<file path="src/rtl/div_if.sv">
// Controller-side bundle for the iterative divider: operand/request signals
// from the controller and busy/done/result signals back from the divider.
interface div_if #(
  parameter int WIDTH = 32
);
  logic             start;
  logic             is_signed;
  logic [WIDTH-1:0] dividend;
  logic [WIDTH-1:0] divisor;
  logic             busy;
  logic             done;
  logic [WIDTH-1:0] quotient;
  logic [WIDTH-1:0] remainder;
  logic             div_by_zero;

  modport master (
    output start, is_signed, dividend, divisor,
    input  busy, done, quotient, remainder, div_by_zero
  );

  modport slave (
    input  start, is_signed, dividend, divisor,
    output busy, done, quotient, remainder, div_by_zero
  );
endinterface

</file>
<file path="src/rtl/div_unit.sv">
// Iterative restoring divider (DIV / DIVU), one quotient bit per clock.
// IDLE -> LOAD -> RUN (WIDTH cycles) -> FIX -> IDLE; divide-by-zero skips RUN.
// Optional build macro DIV_EARLY_OUT_EN: when |dividend| < |divisor| the
// operation also skips RUN and returns quotient 0, remainder = dividend.
module div_unit #(
  parameter int WIDTH = 32
) (
  input  logic  clk,
  input  logic  rst,
  div_if.slave  bus
);
  localparam int CW = $clog2(WIDTH + 1);
  localparam logic [CW-1:0]    CNT_LOAD = CW'(WIDTH);
  localparam logic [CW-1:0]    CNT_ONE  = CW'(1);
  localparam logic [WIDTH-1:0] ONE_W    = WIDTH'(1);
  localparam logic [WIDTH-1:0] ZERO_W   = {WIDTH{1'b0}};
  localparam logic [WIDTH-1:0] ONES_W   = {WIDTH{1'b1}};

  typedef enum logic [1:0] {
    S_IDLE = 2'd0,
    S_LOAD = 2'd1,
    S_RUN  = 2'd2,
    S_FIX  = 2'd3
  } state_t;

  state_t           state_r, state_s;
  logic [WIDTH-1:0] a_r, b_r;          // raw operands captured at acceptance
  logic             sgn_r;
  logic [WIDTH-1:0] dvd_r;             // dividend magnitude, becomes quotient magnitude
  logic [WIDTH-1:0] dvs_r;             // divisor magnitude
  logic [WIDTH-1:0] p_r;               // partial remainder; always < divisor so WIDTH bits hold it
  logic [CW-1:0]    cnt_r;
  logic             dz_r, eo_r;
  logic             busy_r, done_r, dbz_r;
  logic [WIDTH-1:0] quot_r, rem_r;

  logic [WIDTH-1:0] mag_a_s, mag_b_s;
  logic [WIDTH:0]   shift_s, diff_s;   // WIDTH+1-bit shifted P and trial difference
  logic             qbit_s, early_s, b_zero_s, neg_q_s, neg_r_s;
  logic [WIDTH-1:0] fix_q_s, fix_r_s;

  // Magnitude of a value; the most-negative pattern maps onto itself as unsigned.
  function automatic logic [WIDTH-1:0] mag(input logic [WIDTH-1:0] v, input logic s);
    if (s && v[WIDTH-1]) begin
      mag = ~v + ONE_W;
    end else begin
      mag = v;
    end
  endfunction

  assign mag_a_s  = mag(a_r, sgn_r);
  assign mag_b_s  = mag(b_r, sgn_r);
  assign b_zero_s = (b_r == ZERO_W);
  assign shift_s  = {p_r, dvd_r[WIDTH-1]};
  assign diff_s   = shift_s - {1'b0, dvs_r};
  assign qbit_s   = ~diff_s[WIDTH];
  assign neg_q_s  = sgn_r & (a_r[WIDTH-1] ^ b_r[WIDTH-1]);
  assign neg_r_s  = sgn_r & a_r[WIDTH-1];

`ifdef DIV_EARLY_OUT_EN
  assign early_s = (mag_a_s < mag_b_s);
`else
  assign early_s = 1'b0;
`endif

  // Next-state logic for the control FSM.
  always_comb begin
    state_s = state_r;
    case (state_r)
      S_IDLE: begin
        if (bus.start) state_s = S_LOAD;
        else           state_s = S_IDLE;
      end
      S_LOAD: begin
        if (b_zero_s || early_s) state_s = S_FIX;
        else                     state_s = S_RUN;
      end
      S_RUN: begin
        if (cnt_r == CNT_ONE) state_s = S_FIX;
        else                  state_s = S_RUN;
      end
      S_FIX:   state_s = S_IDLE;
      default: state_s = S_IDLE;
    endcase
  end

  // Final result selection with sign correction (two's complement, mod 2^WIDTH).
  always_comb begin
    fix_q_s = dvd_r;
    fix_r_s = p_r;
    if (dz_r) begin
      fix_q_s = ONES_W;
      fix_r_s = a_r;
    end else if (eo_r) begin
      fix_q_s = ZERO_W;
      fix_r_s = a_r;
    end else begin
      fix_q_s = neg_q_s ? (~dvd_r + ONE_W) : dvd_r;
      fix_r_s = neg_r_s ? (~p_r + ONE_W) : p_r;
    end
  end

  // State register plus registered busy/done handshake.
  always_ff @(posedge clk or posedge rst) begin
    if (rst) begin
      state_r <= S_IDLE;
      busy_r  <= 1'b0;
      done_r  <= 1'b0;
    end else begin
      state_r <= state_s;
      busy_r  <= (state_s != S_IDLE);
      done_r  <= (state_r == S_FIX);
    end
  end

  // Operand capture and the shift/subtract datapath.
  always_ff @(posedge clk or posedge rst) begin
    if (rst) begin
      a_r   <= ZERO_W;
      b_r   <= ZERO_W;
      sgn_r <= 1'b0;
      dvd_r <= ZERO_W;
      dvs_r <= ZERO_W;
      p_r   <= ZERO_W;
      cnt_r <= {CW{1'b0}};
      dz_r  <= 1'b0;
      eo_r  <= 1'b0;
    end else begin
      case (state_r)
        S_IDLE: begin
          if (bus.start) begin
            a_r   <= bus.dividend;
            b_r   <= bus.divisor;
            sgn_r <= bus.is_signed;
          end
        end
        S_LOAD: begin
          dvd_r <= mag_a_s;
          dvs_r <= mag_b_s;
          p_r   <= ZERO_W;
          cnt_r <= CNT_LOAD;
          dz_r  <= b_zero_s;
          eo_r  <= ~b_zero_s & early_s;
        end
        S_RUN: begin
          // restoring step: keep the difference when non-negative, else the shifted P
          p_r   <= qbit_s ? diff_s[WIDTH-1:0] : shift_s[WIDTH-1:0];
          dvd_r <= {dvd_r[WIDTH-2:0], qbit_s};
          cnt_r <= cnt_r - CNT_ONE;
        end
        default: begin
        end
      endcase
    end
  end

  // Result registers; updated only on the FIX cycle so they hold across a new busy period.
  always_ff @(posedge clk or posedge rst) begin
    if (rst) begin
      quot_r <= ZERO_W;
      rem_r  <= ZERO_W;
      dbz_r  <= 1'b0;
    end else if (state_r == S_FIX) begin
      quot_r <= fix_q_s;
      rem_r  <= fix_r_s;
      dbz_r  <= dz_r;
    end else begin
      quot_r <= quot_r;
      rem_r  <= rem_r;
      dbz_r  <= dbz_r;
    end
  end

  assign bus.busy        = busy_r;
  assign bus.done        = done_r;
  assign bus.quotient    = quot_r;
  assign bus.remainder   = rem_r;
  assign bus.div_by_zero = dbz_r;
endmodule

</file>
<file path="src/flat_wrapper.sv">
// flat-port wrapper written by rule: the top's interface ports become plain ports
module div_unit_flat 
#(
  parameter int WIDTH = 32
)
  (clk, rst, bus_start, bus_is_signed, bus_dividend, bus_divisor, bus_busy, bus_done, bus_quotient, bus_remainder, bus_div_by_zero);
  div_if #(.WIDTH(WIDTH)) bus_i ();
  input  logic clk;
  input  logic rst;
  input wire logic [$bits(bus_i.start)-1:0] bus_start;
  input wire logic [$bits(bus_i.is_signed)-1:0] bus_is_signed;
  input wire logic [$bits(bus_i.dividend)-1:0] bus_dividend;
  input wire logic [$bits(bus_i.divisor)-1:0] bus_divisor;
  output wire logic [$bits(bus_i.busy)-1:0] bus_busy;
  output wire logic [$bits(bus_i.done)-1:0] bus_done;
  output wire logic [$bits(bus_i.quotient)-1:0] bus_quotient;
  output wire logic [$bits(bus_i.remainder)-1:0] bus_remainder;
  output wire logic [$bits(bus_i.div_by_zero)-1:0] bus_div_by_zero;
  assign bus_i.start = bus_start;
  assign bus_i.is_signed = bus_is_signed;
  assign bus_i.dividend = bus_dividend;
  assign bus_i.divisor = bus_divisor;
  assign bus_busy = bus_i.busy;
  assign bus_done = bus_i.done;
  assign bus_quotient = bus_i.quotient;
  assign bus_remainder = bus_i.remainder;
  assign bus_div_by_zero = bus_i.div_by_zero;
  div_unit #(.WIDTH(WIDTH)) u_core (.clk(clk), .rst(rst), .bus(bus_i));
endmodule
</file>
<file path="config.mk">
export PLATFORM = sky130hd
export DESIGN_NAME = div_unit_flat
export DESIGN_NICKNAME = d
export VERILOG_FILES = /design/src/rtl/div_if.sv /design/src/rtl/div_unit.sv /design/src/flat_wrapper.sv
export SDC_FILE = /design/constraint.sdc
export NUM_CORES = 1
export LEC_CHECK = 0
export BUFFER_PORTS_ARGS = -buffer_cell sky130_fd_sc_hd__clkbuf_2
export CAP_MARGIN = 20
export CORE_MARGIN = 1.5
export CORE_UTILIZATION = 52
export DETAILED_ROUTE_END_ITERATION = 8
export GPL_TIMING_DRIVEN = 0
export PLACE_DENSITY = 0.78
export RECOVER_POWER = 50
export SETUP_SLACK_MARGIN = 0.3
export SLEW_MARGIN = 20
export SYNTH_ARGS = -nofsm -noshare
export SYNTH_HDL_FRONTEND = slang
export SYNTH_SLANG_ARGS = --single-unit
</file>
<file path="constraint.sdc">
create_clock -name clk -period 9 [get_ports clk]
set_input_delay 1.8 -clock clk [delete_from_list [all_inputs] [get_ports clk]]
set_output_delay 1.8 -clock clk [all_outputs]
set_load 0.02 [all_outputs]
</file>
==> run_results.csv <==
group,metric,value,unit
outcome,outcome,"complete, but fails checks",
outcome,violated_checks,"capacitance limit, slew limit",
cells_and_area,nNetsFinal,1745,
cells_and_area,drive_above_1_share,0.190,
cells_and_area,num_antenna_cells,0,
sta,worst_clock_skew,0.0232,ns
logic_synthesis,synth_top_family_by_area,"compound AO/OA/AOI/OAI gates",
clocking,cts.repair_timing.setup_buffer_count,0,
floorplan,dieWidth,166,um
clocking,resize_count_post_cts,0,
place,place_inst,1939,
clocking,numCtsBuffers,27,
sta,max_freq,0.252,GHz
power_and_ir_drop,combPwrFrac,0.469,
clocking,insertion_delay,0.56,ns
worst_setup_path,timing.critical_path.to_type,"register",
routing,first_pass_iters,4,
logic_synthesis,ys_seq_area_frac,0.429,
grt,grt_use_total,0.259,
floorplan,design.die.area,27600,um2
sta,post-route-period-util,0.440,
logic_synthesis,synthXorXnorAreaFrac,0.0963,
clocking,htreeDepth,1,
worst_setup_path,worstRegToRegCells,14,
place,gp_congestion,0.893,
min_path,hold_depth,1,
logic_synthesis,synth_cell_types,63,
min_path,hold_path.startpoint,"u_core.bus.remainder[12]",
worst_setup_path,critical-path-top-delay-family,"compound AO/OA/AOI/OAI gates",
sta,max_slew_violations,46,
worst_setup_path,timing.critical_path.slowest_stage_cell,"sky130_fd_sc_hd__dfrtp_1",
power_and_ir_drop,seqPwrFrac,0.325,
sta,max_slew.worst_pin.slew,2.29,ns
sta,grt_setup_unrepaired,"no",
worst_setup_path,cpPeakStageDelay,0.48,ns
sta,setup_viol,0,
routing,wl,35800,um
logic_synthesis,synthCells,1468,
floorplan,row_count,59,
logic_synthesis,synthesis.area,13800,um2
power_and_ir_drop,static-leakage-power,7.14,nW
clocking,tritoncts_clock_tree,"yes",
cells_and_area,instances_no_fill,1988,
worst_setup_path,setup.worst_path.class,"register to register",
power_and_ir_drop,power_frac_clock,0.206,
logic_synthesis,synth-warning-count,0,
worst_setup_path,crit_path_cell_trace,"inv_1, ha_1, fa_1, nand2b_1, a21o_1, a31oi_2, a41oi_1, o21ai_2, o31ai_2, o31a_2, xnor2_4, buf_6, mux2i_1, o22ai_1",
floorplan,num_io_pins,135,
min_path,worst_hold_path_type,"register to register",
worst_setup_path,cp.arrival,4.36,ns
logic_synthesis,synth-adder-area-share,0.0403,
worst_setup_path,timing.rr.end,"u_core.p_r[30]",
grt,first_global_vias,11400,
logic_synthesis,synthesis.nets,1580,
grt,grt_first_pass_wirelength,58300,um
routing,drt_iter0_drc,612,
power_and_ir_drop,internal-power,3.56,mW
worst_setup_path,critPathLaunchType,"register",
worst_setup_path,worst_ep_required_time,9.40,ns
cells_and_area,syn_to_final_growth,15.8,%
floorplan,fp.dieH,166,um
place,port_buffer_cells,134,
worst_setup_path,critPathBufInv,2,
floorplan,initial_utilization,0.531,
flow_run,drv_cap,1,
floorplan,placeable_core_region,26100,um2
routing,route.antenna.remaining_nets,0,
power_and_ir_drop,p_switching,2.62,mW
logic_synthesis,synth-main-ff-cell,"sky130_fd_sc_hd__dfrtp_1",
power_and_ir_drop,power.total,6.18,mW
power_and_ir_drop,power.switching_fraction,0.424,
logic_synthesis,synth-edff-count,0,
logic_synthesis,yosys.area_share.simple,0.117,
worst_setup_path,r2r_setup_slack,5.04,ns
sta,relSlewSlack,-0.536,
logic_synthesis,syn_avg_cell_area,9.43,um2
routing,routed_via_density,5.68,
clocking,max-clock-path-buffers,3,
min_path,min_delay_worst_endpoint,"u_core.bus.remainder[12]",
worst_setup_path,rr_startpoint,"u_core.dvd_r[31]",
routing,drt_drc_violations_left,0,
clocking,root_buffer,"sky130_fd_sc_hd__clkbuf_16",
place,dp.final_hpwl,26900,um
cells_and_area,mostFrequentLayoutCells,"sky130_fd_sc_hd__dfrtp_1 (237), sky130_fd_sc_hd__a21oi_1 (151), sky130_fd_sc_hd__nor2_1 (143)",
sta,finalCriticalPeriod,3.96,ns
power_and_ir_drop,total_power_per_unit_cell_area,385,nW/um2
routing,num_vias,11300,
grt,globalRoute.totalOverflow,0,
logic_synthesis,synth_compound_area_frac,0.151,
logic_synthesis,synth_async_sr_flop_share,1.00,
clocking,holdBufCountCts,0,
routing,route.detailed.wl_per_inst,18.0,um
cells_and_area,post-route-util,0.615,
cells_and_area,layout.cells.most_common,"sky130_fd_sc_hd__dfrtp_1",
clocking,clk_pin_slew_worst_paths,0.06,ns
worst_setup_path,crit_path_max_fanout,10,
logic_synthesis,multiplexer_share_of_the_synthesized_area,0.120,
clocking,tritoncts_num_sinks,237,
grt,grt_start_max_net_pins,107,
sta,hold_viol,0,
power_and_ir_drop,vdd.ir_drop.worst,0.000274,V
grt,antenna_found_initial,0,
logic_synthesis,synth.ff_latch_count,237,
-- flip-flops by register name, summed over array words and instances (netlist names) --
register,cells
u_core.bus.busy,1
u_core.dvd_r,32
u_core.bus.done,1
u_core.bus.remainder,32
u_core.cnt_r,6
u_core.a_r,32
u_core.sgn_r,1
u_core.state_r,2
u_core.p_r,32
u_core.dvs_r,32
u_core.b_r,32
u_core.bus.quotient,32
u_core.dz_r,1
u_core.bus.div_by_zero,1
-- routing by layer --
layer / wire [um] / vias to the layer above / part of all wire / global-route usage
li1: - / 5439 / - / -
met1: 15100 / 5391 / 0.42 / 0.330
met2: 17100 / 355 / 0.48 / 0.437
met3: 1810 / 98 / 0.050 / 0.0341
met4: 1840 / 0 / 0.051 / 0.125
met5: 0 / - / 0 / 0
-- logic make-up (layout without fill, tap and decap cells) --
group | count (synthesis) | in the layout
AOI/OAI and AO/OA | 359 | 359
muxes | 152 | 152
adders and majority gates | 44 | 44
DFF | 237 | 237
and+or+nand+nor | 363 | 363
xor gates and xnor gates | 150 | 150
buffers and inverters | 163 | 348
-- metrics by stage --
step | area, um2 | setup TNS [ns] | hold slack [ns] | setup slack [ns]
after global routing | 16000 | 0 | 0.521 | 4.89
after detailed placement | 15000 | 0 | 0.501 | 5.17
after floorplan | 13800 | 0 | 0.487 | 0.697
after global placement | 14900 | -393.64 | 0.494 | -1.69
after CTS | 16000 | 0 | 0.514 | 5.13
final | 16000 | 0 | 0.510 | 5.04
-- synth_stat cells, drive strengths merged, types with 9 or more instances --
| library cell | n | area (um2) |
|---|---|---|
| a21o | 13 | 97.6 |
| a21oi | 151 | 756 |
| a31oi | 15 | 100 |
| and2 | 11 | 68.8 |
| and3 | 9 | 56.3 |
| buf | 10 | 60.1 |
| clkbuf | 59 | 221 |
| dfrtp | 237 | 5930 |
| ha | 43 | 538 |
| inv | 94 | 353 |
| mux2 | 116 | 1310 |
| mux2i | 36 | 360 |
| nand2 | 112 | 420 |
| nand2b | 13 | 81.3 |
| nand3 | 12 | 60.1 |
| nor2 | 143 | 537 |
| nor3 | 24 | 130 |
| nor4 | 9 | 62.6 |
| o21ai | 91 | 459 |
| o22ai | 31 | 194 |
| o31ai | 12 | 95.1 |
| xnor2 | 107 | 956 |
| xor2 | 43 | 377 |
-- power by group through the flow --
stage	clock network [mW]	registers [mW]	logic (mW)
4_1_cts	1.28	1.99	2.89
3_3_place_gp	0	1.98	2.77
5_1_grt	1.33	2.06	3.19
6_report	1.27	2.00	2.90
3_5_place_dp	0	2.01	2.85
2_1_floorplan	0	2.04	2.00
-- worst max path at each step --
stage	start	end	slack, ns	cells past startpoint
CTS	u_core.dvd_r[31]	u_core.p_r[30]	5.13	14
detailed placement	u_core.dvd_r[31]	u_core.p_r[9]	5.17	14
floorplan	rst	u_core.a_r[0]	0.70	1
global route	u_core.dvd_r[31]	u_core.p_r[10]	4.89	14
finish	u_core.dvd_r[31]	u_core.p_r[30]	5.04	14
global placement	rst	u_core.b_r[25]	-1.69	2
-- layout make-up --
| cell class | instances | area (um2) |
|---|---|---|
| fillers | 2193 | 10000 |
| multi-input cells | 1068 | 7270 |
| flip-flops and latches | 237 | 5930 |
| clock buffers | 35 | 746 |
| repair buffers | 136 | 726 |
| well taps | 335 | 419 |
| inverters | 94 | 354 |
| clock inverters | 14 | 293 |
| plain buffers | 69 | 282 |
Note: power is estimated with default switching activity, not from simulation.
